--- config.mk ---
export PLATFORM = sky130hd
export DESIGN_NAME = uart_tx
export DESIGN_NICKNAME = d
export VERILOG_FILES = /design/src/rtl/uart_tx.sv
export SDC_FILE = /design/constraint.sdc
export NUM_CORES = 1
export LEC_CHECK = 0
export ABC_AREA = 1
export CORE_AREA = 2 2 61 63
export CTS_CLUSTER_DIAMETER = 40
export CTS_CLUSTER_SIZE = 14
export DETAILED_ROUTE_END_ITERATION = 7
export DIE_AREA = 0 0 63 65
export SETUP_SLACK_MARGIN = 0.5
export SLEW_MARGIN = 20
export SYNTH_ARGS = -nofsm -noshare
export SYNTH_HDL_FRONTEND = slang
export SYNTH_SLANG_ARGS = --single-unit
export TNS_END_PERCENT = 20
--- constraint.sdc ---
create_clock -name clock -period 1.74 [get_ports clock]
set_input_delay 0.522 -clock clock [delete_from_list [all_inputs] [get_ports clock]]
set_output_delay 0.522 -clock clock [all_outputs]
set_load 0.02 [all_outputs]
--- src/rtl/uart_tx.sv ---
// Serializing UART transmitter: accepts bytes over a req/cts handshake and
// drives start, 8 data bits LSB-first and configurable stop bits on o_serial.
module uart_tx #(
  parameter int cycles_per_bit = 4,
  parameter int stop_bits      = 1
) (
  input  logic       clock,
  input  logic       i_rstn,
  input  logic [7:0] i_data,
  input  logic       i_req,
  output logic       o_serial,
  output logic       o_cts,
  output logic       o_idle
);

  localparam int CW = (cycles_per_bit > 1) ? $clog2(cycles_per_bit) : 1;
  localparam logic [CW-1:0] CYC_LAST      = CW'(cycles_per_bit - 1);
  localparam logic [3:0]    BIT_LAST_DATA = 4'd8;
  localparam logic [3:0]    BIT_LAST      = 4'(8 + stop_bits);

  typedef enum logic [1:0] {IDLE, START, DATA, STOP} state_t;

  state_t        state, state_next;
  logic [CW-1:0] cyc_cnt, cyc_next;
  logic [3:0]    bit_cnt, bit_next;
  logic [7:0]    shreg, shreg_next;
  logic          bit_end;
  logic          accept;

  assign bit_end = (cyc_cnt == CYC_LAST);
  assign accept  = o_cts && i_req;

  always_ff @(posedge clock) begin
    if (!i_rstn) begin
      state   <= IDLE;
      cyc_cnt <= '0;
      bit_cnt <= '0;
      shreg   <= 8'hFF;
    end else begin
      state   <= state_next;
      cyc_cnt <= cyc_next;
      bit_cnt <= bit_next;
      shreg   <= shreg_next;
    end
  end

  // Outputs depend on registered state only, so i_req never reaches o_cts.
  always_comb begin
    o_serial = 1'b1;
    o_cts    = 1'b0;
    o_idle   = 1'b0;
    case (state)
      IDLE: begin
        o_cts  = 1'b1;
        o_idle = 1'b1;
      end
      START:   o_serial = 1'b0;
      DATA:    o_serial = shreg[0];
      STOP:    o_cts    = bit_end && (bit_cnt == BIT_LAST);
      default: o_serial = 1'b1;
    endcase
  end

  always_comb begin
    state_next = state;
    cyc_next   = bit_end ? '0 : cyc_cnt + CW'(1);
    bit_next   = bit_cnt;
    shreg_next = shreg;
    case (state)
      IDLE: begin
        cyc_next = '0;
        bit_next = '0;
        if (accept) begin
          shreg_next = i_data;
          state_next = START;
        end
      end
      START: begin
        if (bit_end) begin
          bit_next   = 4'd1;
          state_next = DATA;
        end
      end
      DATA: begin
        if (bit_end) begin
          bit_next   = bit_cnt + 4'd1;
          shreg_next = {1'b1, shreg[7:1]};
          if (bit_cnt == BIT_LAST_DATA) state_next = STOP;
        end
      end
      STOP: begin
        if (bit_end) begin
          if (bit_cnt == BIT_LAST) begin
            // Accepting here chains the next start bit with no gap cycle.
            bit_next = '0;
            if (accept) begin
              shreg_next = i_data;
              state_next = START;
            end else begin
              state_next = IDLE;
            end
          end else begin
            bit_next = bit_cnt + 4'd1;
          end
        end
      end
      default: begin
        state_next = IDLE;
        cyc_next   = '0;
        bit_next   = '0;
      end
    endcase
  end

endmodule

==> impl_metrics.py, run 1 <==
metrics = {
    "floorplan": {
        "row_count": 22,
        "die_x_um": 63,
        "die_h_um": 65,
        "die-area_sq_um": 4100,
        "fp.coreArea_sq_um": 3500,
        "start_util_pct": 27.9,
        "io_pins": 14,
    },
    "sta": {
        "rsz0062_at_grt": "true",
        "finClkSkew_ns": 0.00359,
        "hold_viol": 0,
        "fin_crit_ns": 1.82,
        "fmax_mhz": 550,
        "final-setup-viol-count": 2,
        "worst_pin_slew_ns": 0.254,
        "slew_headroom_pct": 83.0,
        "slew_violations": 0,
        "finalWorstSetupSlack_ns": -0.0778,
        "finalCritPeriodShare_pct": 104,
    },
    "worst_setup_path": {
        "crit_type": "register to output pin",
        "worstSetupStartpointType": "register",
        "cp_max_fo": 4,
        "crit_required_ns": 1.22,
        "endpoint_kind": "output pin",
        "cp.arrival_ns": 1.30,
        "worst-r2r-setup-slack_ns": 0.08,
    },
    "grt": {
        "antenna_found_initial": 0,
        "grt_max_degree": 10,
        "grt_pass1_vias": 938,
        "grt_pass1_wl_um": 4080,
        "overflow": 0,
        "grtUsageTotal_pct": 12.4,
    },
    "drt": {
        "first_pass_iters": 4,
        "drt_iter0_drc": 23,
        "wl_um": 2330,
        "routed_via_density": 4.46,
        "antenna_left": 0,
        "wire_per_inst_um": 10.3,
        "drc": 0,
        "vias": 1007,
    },
    "clocking": {
        "clock_latency_ns": 0.30,
        "holdBufCountCts": 0,
        "cts_htree_levels": 1,
        "cts-buffers-inserted": 3,
        "cts_tree": "done",
        "clock_sinks": 16,
        "cts-root-buf": "clkbuf_4",
        "cts.reportedPaths.clkPinSlew_ns": 0.10,
        "clk_path_buf_depth": 2,
    },
    "placed_design": {
        "hpwl_um": 1740,
        "portBuffers": 13,
        "routabilityCongestion": 0.779,
        "place_ws_ns": -0.249,
        "dpl.cell_count": 216,
    },
    "synthesis": {
        "ys_warn_count": 0,
        "ys.flop_type": "dfxtp_1",
        "synthArstFlopShare_pct": 0,
        "synth-seq-cells": 16,
        "synthesis.nets": 158,
        "syn_avg_cell_area_sq_um": 7.07,
        "syn-cell-area_sq_um": 976,
        "synth-edff-count": 0,
        "synth_cell_types": 21,
        "synthCells": 138,
        "synth_seq_area_share_pct": 32.8,
    },
    "cells_and_area": {
        "nFillCells": 377,
        "mostFrequentLayoutCells": "nand2_1 (35), buf_4 (25), nand3_1 (22)",
        "final-seq-area_sq_um": 328,
        "diodes": 0,
        "multi_input_area_sq_um": 696,
        "drive_gt1_share_pct": 33.7,
        "syn2layout_area_growth_pct": 57.1,
        "final_nets": 199,
        "finalNonFillerCells": 226,
        "layout_commonest_cell": "nand2_1",
    },
    "job": {
        "drv_cap": 0,
    },
    "outcome": {
        "failed_checks": "negative setup slack",
        "status": "complete, but fails checks",
    },
    "pwr": {
        "vdd_drop_max_v": 0.000714,
        "p_per_area_nw_per_um2": 1470,
        "leakagePower_nw": 0.709,
    },
    "worst_hold_path": {
        "hold_path_class": "register to register",
    },
}
## worst max-delay path: stages (launching register included)
cell and delay [ns]:
dfxtp_4 0.41, ha_4 0.14, nand2_1 0.04, inv_1 0.06
nand3_2 0.10, a21oi_4 0.13, buf_6 0.12
## metal layers
layer  share of wire (%)  track usage (%)  vias up
li1                    -                -      527
met1                  46             14.9      453
met2                  48             21.4       22
met3                 4.7             2.60        5
met4                 1.9             5.00        0
met5                   0                0        -
## final timing paths
| kind | from | to | cells after the start |
|---|---|---|---|
| worst max register to register | state[0] | state[0] | 9 |
| worst max-delay path | state[0] | o_cts | 6 |
| worst min register to register | cyc_cnt[0] | cyc_cnt[0] | 1 |
| worst min-delay path | cyc_cnt[0] | cyc_cnt[0] | 1 |
## per-stage QoR
stage | setup TNS (ns) | power, mW | cell area, sq um | util (%) | hold slack [ns]
finish | -0.107 | 2.25 | 1530 | 43.8 | 0.431
CTS | -0.147 | 2.23 | 1490 | 42.7 | 0.430
floorplan | 0 | 1.44 | 1100 | - | 0.398
global placement | -0.679 | 1.83 | 1410 | 40.4 | 0.408
global route | -0.340 | 2.46 | 1530 | 43.8 | 0.455
detailed placement | -0.718 | 1.86 | 1410 | 40.4 | 0.415
## Yosys cell counts (2+ instances only)
| cell type | n | area [sq um] |
|---|---|---|
| nand2_1 | 40 | 150 |
| nand3_1 | 23 | 115 |
| dfxtp_1 | 16 | 320 |
| inv_1 | 16 | 60.1 |
| ha_1 | 9 | 113 |
| a21oi_1 | 5 | 25.0 |
| nor2_1 | 5 | 18.8 |
| o21ai_0 | 5 | 25.0 |
| nand2_2 | 3 | 18.8 |
| nand4_1 | 3 | 18.8 |
| clkbuf_1 | 2 | 7.51 |
| xor2_1 | 2 | 17.5 |
## state kept, by name, indices dropped and copies added (netlist names)
signal and cells:
shreg 8, bit_cnt 4, cyc_cnt 2, state 2
## where the power goes
| group | internal (mW) | switching (mW) | leakage [nW] |
|---|---|---|---|
| logic | 0.702 | 0.741 | 0.555 |
| clock network | 0.128 | 0.129 | 0.0210 |
| registers | 0.471 | 0.0779 | 0.133 |
| total | 1.30 | 0.947 | 0.709 |
## final cells by class
class	instances	area share, %
multi-input cells	102	45.4
repair buffers	39	22.0
flip-flops and latches	16	21.4
inverters	17	4.98
well taps	48	3.92
clock buffers	4	2.37
## kinds of logic after synthesis
group                    share of synthesized area (%)
AND/OR/NAND/NOR                                   38.6
buffers and inverters                             8.72
flip-flops                                        32.8
AO/OA/AOI/OAI                                     6.54
adder cells (fa/ha/maj)                           11.5
XOR/XNOR                                          1.80
## repair_timing
action	4_1_cts	5_1_grt
endpoints found under the setup margin	17	17
gates resized for setup	32	1
buffers inserted	1	5
pin swaps	22	7
No activity file was read; power rests on OpenSTA's default activity.
==> run 2, diff against run 1 <==
Settings changed: SLEW_MARGIN 20 to not set.
==> results of run 2 <==
The final DEF is identical to that of run 1; final timing and power are the same.
